## src/rtl/cpu_control_fsm.sv

```systemverilog
// Multi-cycle control sequencer: steps each instruction through fetch/decode/execute/memory/writeback.
// Optional retired-instruction counter enabled by defining CPU_CTRL_INSTRET_EN.
module cpu_control_fsm (
    input  logic        Clock,
    input  logic        Reset,
    input  logic        Run,
    input  logic [31:0] Instr,
    input  logic [3:0]  Status,
    input  logic        MemReady,
    output logic        PCSel,
    output logic        PCEn,
    output logic        EnWrite,
    output logic        ALUsrc,
    output logic        WB,
    output logic        MRW,
    output logic        MemReq,
    output logic [1:0]  IMMXSel,
    output logic        Trap,
    output logic [2:0]  State,
    output logic [31:0] InstRet
);

    typedef enum logic [2:0] {
        S_FETCH  = 3'd0,
        S_DECODE = 3'd1,
        S_EXEC   = 3'd2,
        S_MEM    = 3'd3,
        S_WBACK  = 3'd4,
        S_TRAP   = 3'd5
    } state_t;

    state_t      state_q, state_d;
    logic [31:0] ir_q, ir_d;

    logic [6:0] opcode;
    logic [2:0] funct3;
    logic       is_ralu, is_ialu, is_load, is_store, is_branch, is_beq, is_bne, legal;

    assign opcode    = ir_q[6:0];
    assign funct3    = ir_q[14:12];
    assign is_ralu   = (opcode == 7'b0110011);
    assign is_ialu   = (opcode == 7'b0010011);
    assign is_load   = (opcode == 7'b0000011);
    assign is_store  = (opcode == 7'b0100011);
    assign is_branch = (opcode == 7'b1100011);
    assign is_beq    = is_branch && (funct3 == 3'b000);
    assign is_bne    = is_branch && (funct3 == 3'b001);
    assign legal     = is_ralu || is_ialu || is_load || is_store || is_beq || is_bne;

    always_ff @(posedge Clock or posedge Reset) begin
        if (Reset) begin
            state_q <= S_FETCH;
            ir_q    <= '0;
        end else begin
            state_q <= state_d;
            ir_q    <= ir_d;
        end
    end

    always_comb begin
        state_d = state_q;
        ir_d    = ir_q;
        PCSel   = 1'b1;
        PCEn    = 1'b0;
        EnWrite = 1'b0;
        ALUsrc  = 1'b0;
        WB      = 1'b1;
        MRW     = 1'b0;
        MemReq  = 1'b0;
        IMMXSel = 2'b00;
        Trap    = 1'b0;

        // Operand selects set up in EXEC stay stable until the instruction retires
        if (state_q == S_EXEC || state_q == S_MEM || state_q == S_WBACK) begin
            ALUsrc  = is_ialu || is_load || is_store;
            IMMXSel = is_store ? 2'b01 : (is_branch ? 2'b10 : 2'b00);
        end

        case (state_q)
            S_FETCH: begin
                if (Run) begin
                    state_d = S_DECODE;
                    ir_d    = Instr;
                end
            end
            S_DECODE: state_d = legal ? S_EXEC : S_TRAP;
            S_EXEC:   state_d = (is_load || is_store) ? S_MEM : S_WBACK;
            S_MEM: begin
                MemReq = 1'b1;
                MRW    = is_store;
                if (MemReady) state_d = S_WBACK;
            end
            S_WBACK: begin
                PCEn    = 1'b1;
                EnWrite = is_ralu || is_ialu || is_load;
                WB      = !is_load;
                PCSel   = !((is_beq && Status[0]) || (is_bne && !Status[0]));
                state_d = S_FETCH;
            end
            S_TRAP: Trap = 1'b1;
            default: state_d = S_FETCH;
        endcase
    end

    assign State = state_q;

`ifdef CPU_CTRL_INSTRET_EN
    logic [31:0] instret_q, instret_d;

    assign instret_d = (state_q == S_WBACK) ? instret_q + 32'd1 : instret_q;

    always_ff @(posedge Clock or posedge Reset) begin
        if (Reset) instret_q <= '0;
        else       instret_q <= instret_d;
    end

    assign InstRet = instret_q;
`else
    assign InstRet = '0;
`endif

endmodule
```

## config.mk

```make
export PLATFORM = sky130hd
export DESIGN_NAME = cpu_control_fsm
export DESIGN_NICKNAME = d
export VERILOG_FILES = /design/src/rtl/cpu_control_fsm.sv
export SDC_FILE = /design/constraint.sdc
export NUM_CORES = 1
export LEC_CHECK = 0
export ABC_AREA = 1
export CORE_MARGIN = 3
export CORE_UTILIZATION = 33
export CTS_CLUSTER_SIZE = 25
export DETAILED_ROUTE_END_ITERATION = 7
export PLACE_DENSITY = 0.8
export SKIP_CTS_REPAIR_TIMING = 1
export SLEW_MARGIN = 5
export SYNTH_ARGS = -nofsm -noshare
export SYNTH_HDL_FRONTEND = slang
export SYNTH_SLANG_ARGS = --single-unit
```

## constraint.sdc

```tcl
create_clock -name Clock -period 1.6 [get_ports Clock]
set_input_delay 0.32 -clock Clock [delete_from_list [all_inputs] [get_ports Clock]]
set_output_delay 0.32 -clock Clock [all_outputs]
set_load 0.03 [all_outputs]
```

==> results by group, run 1 <==
Synth
  • Yosys reg bits: 13
  • Synth warn: 0
  • Unique cell type count in the Yosys netlist: 24
  • Cells after Synth: 127
  • Syn_area_per_cell: 8.423 um2
  • Register area share after synthesis: 30.41%
  • Synth area leader: dfrtp_1
  • Share of the synthesized area in the top cell type: 30.41%
  • Synth Cell Area: 1070 um2
  • Leading post-synthesis cells by cell area: dfrtp_1 30%, buf_4 22%, mux2_4 7.0%

Finish
  • Fillcell total: 298
  • Share of layout cells above drive strength 1: 46.41%
  • Multi-input logic area: 598.1 um2
  • Most frequent cells in the layout: 32 x conb_1, 26 x buf_4, 14 x clkdlybuf4s50_1, 12 x nand2_1, 11 x dfrtp_1
  • Antenna cells: 0
  • Area growth syn-to-layout: 44.68%
  • Fin nets: 222
  • Commonest non-fill, non-tap cell in the layout: conb_1
  • Register area: 327.8 um2

Critical path
  • Crit Path Max Fanout: 3
  • RR Startpoint: State[2]
  • CP Data Required Time: 1280 ps
  • CP Capture Type: output pin
  • CP startpoint kind: flop
  • Reg2reg setup slack: 220 ps
  • Crit-path max cell delay: 430 ps
  • CP startpoint: State[1]
  • Critical path class: flop to output pin
  • Critical path, cell by cell: nor2_4, nand2_2, buf_6, nand2_4, inv_4, a211oi_2, buf_4
  • Critical R2R Capture: State[0]
  • Crit path DAT: 1500 ps
  • Crit-path slowest cell: dfrtp_2
  • R2R depth: 10

Detailed routing
  • Number of remaining DRC errors: 0
  • Post-route ant nets: 0
  • Total Wirelength: 2334 um
  • Routed vias/inst: 3.889
  • Vias: 875
  • Initial drt markers: 6
  • Routed len/inst: 10.37 um
  • Drt first pass iters: 4

Place
  • GP Congestion: 0.7666
  • Hpwl dp: 1821 um
  • Port bufs: 27

STA
  • F_max: 0.5501 GHz
  • Period utilisation layout: 113.6%
  • Final Setup Violations: 9
  • Min Tclk post-route: 1818 ps
  • Slew Viols, Final: 0
  • Max Clock Skew: 3.847 ps
  • Least-Margin Pin Slew: 516.1 ps
  • Relative slew slack: 65.55%
  • Final hold slack: 368.3 ps
  • RSZ-0062 raised after global routing: yes
  • Worst Slack Setup Final: -217.7 ps
  • Final Hold Fails: 0

Flow run
  • Max cap viols: 0

Pwr
  • Overall power: 2.293 mW
  • Worst VDD drop: 0.6274 mV
  • Lkg Pwr: 0.8275 nW
  • Pwr Density: 1482 nW/um2

CTS
  • Worst-skew pair later-pin latency: 270 ps
  • CTS Buf Count: 3
  • Clock sink total: 13
  • CTS max path bufs: 2
  • Clock root buffer: clkbuf_4
  • H-tree depth: 1
  • CTS clk-pin slew, worst paths: 80 ps
  • TritonCTS clock tree: built

Floorplan
  • Row cnt: 20
  • Ports: 85
  • Initial Util: 34.76%
  • Core area: 3078 um2
  • Die X-Extent: 62.94 um
  • DIE HEIGHT: 62.94 um
  • Die area: 3961 um2

Global route
  • Global-route wire length before repair: 3436 um
  • Global Route Usage Sum: 10.84%
  • Vias in the first global route: 819
  • GRT Residual Overflow: 0
  • Largest net degree at the start of global routing: 14
  • Initial antenna violation count: 0

Run status
  • Run status: finished, violations left
  • Failing checks: negative setup slack

Hold path
  • Worst min path class: input pin to async pin
==> metal layers <==
metal | up-vias | GRT usage [%] | wire [um]
li1 | 440 | - | -
met1 | 400 | 12.24 | 950
met2 | 33 | 18.71 | 1201
met3 | 2 | 2.158 | 159
met4 | 0 | 6.336 | 23
met5 | - | 0 | 0
==> metrics by stage <==
stage	instance area [um2]	utilization, %	setup WS [ps]	TNS [ps]	instances
after global routing	1548	50.28	-287.7	-1952	225
after floorplan	1204	-	-31.17	-42.58	158
after global placement	1366	44.39	-137.7	-137.7	212
final	1548	50.28	-217.7	-1143	225
after CTS	1393	45.24	-465.9	-2064	216
after detailed placement	1366	44.39	-150.0	-150.0	212
==> worst max-delay path by stage <==
stage	slack, ps	depth (start not counted)	endpoint
6_report	-220	7	ALUsrc
2_1_floorplan	-30	5	ALUsrc
3_5_place_dp	-150	7	WB
3_3_place_gp	-140	7	WB
4_1_cts	-470	7	WB
5_1_grt	-290	7	ALUsrc
==> synth_stat cells (all sizes together) <==
cell type  number
or2             1
nand2          19
a21oi           6
buf            33
a211oi          1
nor3            4
conb            1
dfrtp          13
inv            18
mux2            5
nand3           3
o21ai           3
nor2           16
nand4           3
nand3b          1
==> cell families (layout without fill, tap and decap cells) <==
family / count (synthesis) / after routing / share of synthesized area, %
muxes: 5 / 5 / 7.017
DFF: 13 / 13 / 30.41
other: 1 / 32 / 0.3505
and+or+nand+nor: 47 / 47 / 24.91
AOI/OAI and AO/OA: 10 / 10 / 6.666
buffers and inverters: 51 / 74 / 30.64
==> report_power, final <==
group          internal [mW]  switching [mW]  total [mW]
Sequential             0.484          0.0993       0.584
Combinational          0.690           0.816        1.51
Clock                 0.0965           0.107       0.203
Total                   1.27            1.02        2.29
==> state kept, by name, summed over array words and instances, names as in the netlist <==
signal  flops
State       3
ir_q       10
==> critical path: cells and delay by family, from the launching register on <==
| family | cells | cell delay, ps |
|---|---|---|
| compound gates | 1 | 190 |
| simple gates | 3 | 250 |
| flops | 1 | 430 |
| buf+inv | 3 | 350 |
==> cell type report <==
type	instances	share of cell area, %
inverters	18	4.689
clock buffers	4	1.698
well taps	44	3.557
repair buffers	52	30.23
multi-input cells	94	38.64
flip-flops and latches	13	21.18
No activity file was read; power rests on OpenSTA's default activity.
==> inputs of run 2 (changes only) <==
==> constraint.sdc (replaced) <==
create_clock -name Clock -period 1.6 [get_ports Clock]
set_input_delay 0.4 -clock Clock [delete_from_list [all_inputs] [get_ports Clock]]
set_output_delay 0.4 -clock Clock [all_outputs]
set_load 0.03 [all_outputs]
==> run 2 against run 1 <==
Total power increased by 2.6%. Clock-buffer cell count unchanged. Via count increased by 1.3%. Clock power about the same. First-iteration DRC count increased to 4.8 times the previous value. Die area unchanged. The run still ends with negative setup slack left. Worst setup slack got worse by 80 ps. Highest routed layer unchanged. Sequential share of layout area decreased by 0.79 points. Routed wire length increased by 6.3%. Critical path depth unchanged.
==> results by group, run 2 (same netlist as run 1, synthesis figures left out) <==
Critical path
  • Reg2reg setup slack: 130 ps (-90 ps)
  • Worst Setup EP: ALUsrc
  • R2R depth: 11 (+1)
  • Critical path class: flop to output pin
  • CP Data Required Time: 1200 ps (-80 ps)
  • Crit path DAT: 1500 ps (about the same)
  • RR Startpoint: State[2]
  • CP startpoint kind: flop
  • Crit Path Max Fanout: 3 (unchanged)
  • Critical R2R Capture: State[0]
  • Most used cell, CP: nand2_2
  • Crit-path max cell delay: 430 ps (about the same)
  • Crit-path slowest cell: dfrtp_2
  • Critical path, cell by cell: nor2_4, nand2_2, buf_6, nand2_2, inv_2, a211oi_2, buf_4
  • CP startpoint: State[1]
  • CP Capture Type: output pin

Run status
  • Failing checks: negative setup slack
  • Run status: finished, violations left

STA
  • Final hold slack: 450.6 ps (+82.31 ps)
  • Min Tclk post-route: 1897 ps (+79.60 ps)
  • Setup_tns: -1876 ps (-732.3 ps)
  • Slew Viols, Final: 0 (unchanged)
  • Final Hold Fails: 0 (unchanged)
  • Final Setup Violations: 9 (unchanged)
  • F_max: 0.5271 GHz (-4.2%)
  • Worst Slack Setup Final: -297.3 ps (-79.60 ps)
  • Relative slew slack: 65.72% (+0.17 points)
  • Least-Margin Pin Slew: 513.6 ps (-2.517 ps)
  • Period utilisation layout: 118.6% (+5.0 points)
  • RSZ-0062 raised after global routing: yes
  • Max Clock Skew: 2.272 ps (-1.575 ps)

Detailed routing
  • Routed vias/inst: 3.903 (+0.37%)
  • Post-route ant nets: 0 (unchanged)
  • Initial drt markers: 29 (+23)
  • Number of remaining DRC errors: 0 (unchanged)
  • Routed len/inst: 10.93 um (+5.4%)
  • Drt first pass iters: 4 (unchanged)
  • Vias: 886 (+1.3%)
  • Total Wirelength: 2481 um (+6.3%)

Finish
  • Final instance area: 1608 um2 (+3.9%)
  • Area growth syn-to-layout: 50.29%
  • Fillcell total: 279 (-6.4%)
  • Fin nets: 224 (+0.90%)
  • Layout Cells excl Fill: 227 (+0.89%)
  • Final core utilization: 52.24% (+2.0 points)
  • Biggest register: ir_q
  • Largest register FFs: 10 (unchanged)
  • Commonest non-fill, non-tap cell in the layout: conb_1
  • Antenna cells: 0 (unchanged)
  • Most frequent cells in the layout: 32 x conb_1, 24 x buf_4, 14 x clkdlybuf4s50_1, 12 x nand2_1
  • Share of layout cells above drive strength 1: 48.09% (+1.7 points)

CTS
  • CTS max path bufs: 2 (unchanged)
  • Clock sink total: 13 (unchanged)
  • H-tree depth: 1 (unchanged)
  • CTS Buf Count: 3 (unchanged)
  • TritonCTS clock tree: built
  • CTS clk-pin slew, worst paths: 80 ps (about the same)
  • Clock root buffer: clkbuf_4
  • Worst-skew pair later-pin latency: 270 ps (about the same)

Global route
  • Initial antenna violation count: 0 (unchanged)
  • Largest net degree at the start of global routing: 14 (unchanged)
  • GRT Residual Overflow: 0 (unchanged)
  • Vias in the first global route: 793 (-3.2%)
  • Global Route Usage Sum: 10.67% (-0.17 points)
  • Global-route wire length before repair: 3360 um (-2.2%)

Place
  • Port bufs: 27 (unchanged)
  • Cells after DPL: 215 (+1.4%)
  • GP Congestion: 0.7923 (+3.4%)
  • Hpwl dp: 1833 um (+0.67%)
  • Cell Area, Placed: 1401 um2 (+2.6%)
  • Post-placement setup slack: -231.7 ps (-81.71 ps)

Pwr
  • Worst VDD drop: 0.6523 mV (+4.0%)
  • Pwr Density: 1464 nW/um2 (-1.2%)
  • Overall power: 2.353 mW (+2.6%)
  • Lkg Pwr: 0.8465 nW (+2.3%)

Floorplan
  • DIE HEIGHT: 62.94 um (unchanged)
  • Die area: 3961 um2 (unchanged)
  • Die X-Extent: 62.94 um (unchanged)
  • Ports: 85 (unchanged)
  • Core area: 3078 um2 (unchanged)
  • Initial Util: 34.76% (unchanged)
  • Row cnt: 20 (unchanged)

Hold path
  • Worst min path class: input pin to async pin

Flow run
  • Max cap viols: 0 (unchanged)
run 2: worst min path at each step:
stage	start	endpoint	slack (ps)	depth (start not counted)
floorplan	Reset	State[2]	280	1
global placement	ir_q[14]	ir_q[14]	500	1
detailed placement	ir_q[13]	ir_q[13]	510	1
CTS	Reset	ir_q[2]	460	2
global route	Reset	ir_q[5]	490	2
finish	Reset	ir_q[5]	450	2
run 2: cell type report:
| type | instances | area (um2) | share of cell area (%) |
|---|---|---|---|
| clock buffers | 4 | 26.28 | 1.634 |
| inverters | 18 | 72.57 | 4.514 |
| multi-input cells | 94 | 619.3 | 38.52 |
| flip-flops and latches | 13 | 327.8 | 20.39 |
| well taps | 44 | 55.05 | 3.424 |
| repair buffers | 54 | 506.7 | 31.52 |
run 2: critical path, delay by kind of cell (launching register included):
kind                   cells  cell delay [ps]
AOI/OAI and AO/OA          1              200
and+or+nand+nor            3              250
buffers and inverters      3              350
DFF                        1              430
run 2: power by group:
group | switching [mW] | internal (mW)
clock network | 0.104 | 0.0965
registers | 0.104 | 0.485
logic | 0.848 | 0.716
run 2: layer usage:
metal / global-route usage [%] / vias up / routed length [um]
li1: - / 442 / -
met1: 12.07 / 403 / 907
met2: 19.24 / 39 / 1400
met5: 0 / - / 0
met3: 1.799 / 2 / 152
met4: 4.959 / 0 / 21
==> inputs of run 3 (changes only) <==
CELL_PAD_IN_SITES_DETAIL_PLACEMENT = 1   (was unset)
CELL_PAD_IN_SITES_GLOBAL_PLACEMENT = 1   (was unset)
CORE_UTILIZATION = 22   (was 33)
PLACE_DENSITY = 0.83   (was 0.8)
==> run 3 against run 2 <==
The run still ends with negative setup slack left. Fmax is 1.2% higher. Critical path depth did not move. Critical path type unchanged. Hold slack improved by 44 ps. Critical endpoint unchanged. Largest cell class unchanged. Worst setup slack improved by 23 ps.
==> results by group, run 3 (same netlist as run 1, synthesis figures left out) <==
Finish
  • Final core utilization: 36.70% (-16 points)
  • Largest register FFs: 10 (unchanged)
  • Commonest non-fill, non-tap cell in the layout: conb_1
  • Fin nets: 225 (+0.45%)
  • Fillcell total: 527 (+89%)
  • Share of layout cells above drive strength 1: 48.91% (+0.83 points)
  • Antenna cells: 0 (unchanged)
  • Area growth syn-to-layout: 55.56%
  • Biggest register: ir_q
  • Multi-input logic area: 621.8 um2 (+0.40%)
  • Register area: 327.8 um2 (unchanged)
  • Most frequent cells in the layout: 32 x conb_1, 25 x buf_4, 14 x clkdlybuf4s50_1, 12 x nand2_1

STA
  • Worst Slack Setup Final: -274.1 ps (+23.26 ps)
  • Period utilisation layout: 117.1% (-1.5 points)
  • Min Tclk post-route: 1874 ps (-23.26 ps)
  • Final Hold Fails: 0 (unchanged)
  • F_max: 0.5336 GHz (+1.2%)
  • Max Clock Skew: 7.778 ps (+5.507 ps)
  • Slew Viols, Final: 0 (unchanged)
  • Relative slew slack: 63.91% (-1.8 points)
  • Final Setup Violations: 8 (-1)
  • RSZ-0062 raised after global routing: yes
  • Least-Margin Pin Slew: 540.8 ps (+27.22 ps)

Critical path
  • Reg2reg setup slack: 230 ps (+100 ps)
  • CP Data Required Time: 1200 ps (about the same)
  • Crit-path slowest cell: dfrtp_2
  • Most used cell, CP: nand2_2
  • CP Capture Type: output pin
  • CP startpoint kind: flop
  • Crit Path Max Fanout: 3 (unchanged)
  • R2R depth: 9 (-2)
  • Critical path, cell by cell: nor2_4, nand2_2, buf_6, nand2_2, inv_2, a211oi_2, buf_4
  • Critical R2R Capture: ir_q[4]
  • Crit-path max cell delay: 420 ps (about the same)
  • CP startpoint: State[1]
  • RR Startpoint: State[2]
  • Critical path class: flop to output pin
  • Crit path DAT: 1470 ps (-30 ps)

Detailed routing
  • Total Wirelength: 2730 um (+10%)
  • Drt first pass iters: 3 (-1)
  • Post-route ant nets: 0 (unchanged)
  • Number of remaining DRC errors: 0 (unchanged)
  • Routed len/inst: 10.96 um (+0.31%)
  • Initial drt markers: 9 (-69%)
  • Routed vias/inst: 3.606 (-7.6%)
  • Vias: 898 (+1.4%)

Place
  • Hpwl dp: 2206 um (+20%)
  • GP Congestion: 0.8279 (+4.5%)
  • Port bufs: 27 (unchanged)

Floorplan
  • Die X-Extent: 75.73 um (+20%)
  • Ports: 85 (unchanged)
  • Row cnt: 24 (+20%)
  • Die area: 5735 um2 (+45%)
  • Core area: 4534 um2 (+47%)
  • DIE HEIGHT: 75.73 um (+20%)
  • Initial Util: 23.59% (-11 points)

CTS
  • CTS max path bufs: 2 (unchanged)
  • CTS clk-pin slew, worst paths: 60 ps (-20 ps)
  • Clock sink total: 13 (unchanged)
  • H-tree depth: 1 (unchanged)
  • TritonCTS clock tree: built
  • CTS Buf Count: 3 (unchanged)
  • Clock root buffer: clkbuf_8
  • Worst-skew pair later-pin latency: 250 ps (-20 ps)

Global route
  • Vias in the first global route: 867 (+9.3%)
  • Largest net degree at the start of global routing: 14 (unchanged)
  • GRT Residual Overflow: 0 (unchanged)
  • Global Route Usage Sum: 9.106% (-1.6 points)
  • Global-route wire length before repair: 3801 um (+13%)
  • Initial antenna violation count: 0 (unchanged)

Flow run
  • Max cap viols: 0 (unchanged)

Run status
  • Failing checks: negative setup slack
  • Run status: finished, violations left

Pwr
  • Worst VDD drop: 0.4784 mV (-27%)
  • Lkg Pwr: 0.8585 nW (+1.4%)
  • Pwr Density: 1526 nW/um2 (+4.2%)
  • Overall power: 2.539 mW (+7.9%)

Hold path
  • Worst min path class: input pin to async pin
-- run 3: metrics by stage --
stage          TNS (ps)  hold WS [ps]  cells  instance area [um2]  setup slack, ps
2_1_floorplan    -350.5         276.8    158                 1204           -111.2
3_3_place_gp     -400.9         499.6    238                 1443           -248.6
3_5_place_dp     -478.1         505.5    238                 1443           -292.4
4_1_cts           -2698         513.4    242                 1489           -573.6
5_1_grt           -2240         539.8    249                 1664           -355.0
6_report          -1503         494.8    249                 1664           -274.1
-- run 3: worst max path at each step --
stage	to	slack, ps	cells past startpoint
detailed placement	WB	-290	7
global placement	WB	-250	7
finish	ALUsrc	-270	7
CTS	WB	-570	7
floorplan	ALUsrc	-110	5
global route	ALUsrc	-350	7
-- run 3: critical path: cells and delay by family, from the launching register on --
kind                   cells  cell delay, ps
AND/OR/NAND/NOR            3             250
AO/OA/AOI/OAI              1             200
flip-flops                 1             420
buffers and inverters      3             360
-- run 3: cell type report --
type | instances | area share, %
Inverter | 18 | 4.361
Timing Repair Buffer | 55 | 30.90
Tap cell | 65 | 4.887
Clock buffer | 3 | 2.481
Multi-Input combinational cell | 94 | 37.37
Sequential cell | 13 | 19.70
Clock inverter | 1 | 0.3008
-- run 3: power by group --
group / switching (mW) / internal, mW
registers: 0.0960 / 0.485
logic: 0.882 / 0.773
clock network: 0.130 / 0.172
-- run 3: routing by layer --
layer	GRT usage, %	part of all wire [%]	up-vias
met5	0	0	-
met4	5.243	2.3	0
met3	2.507	8.5	5
met2	15.63	52	38
met1	10.04	38	411
li1	-	-	444
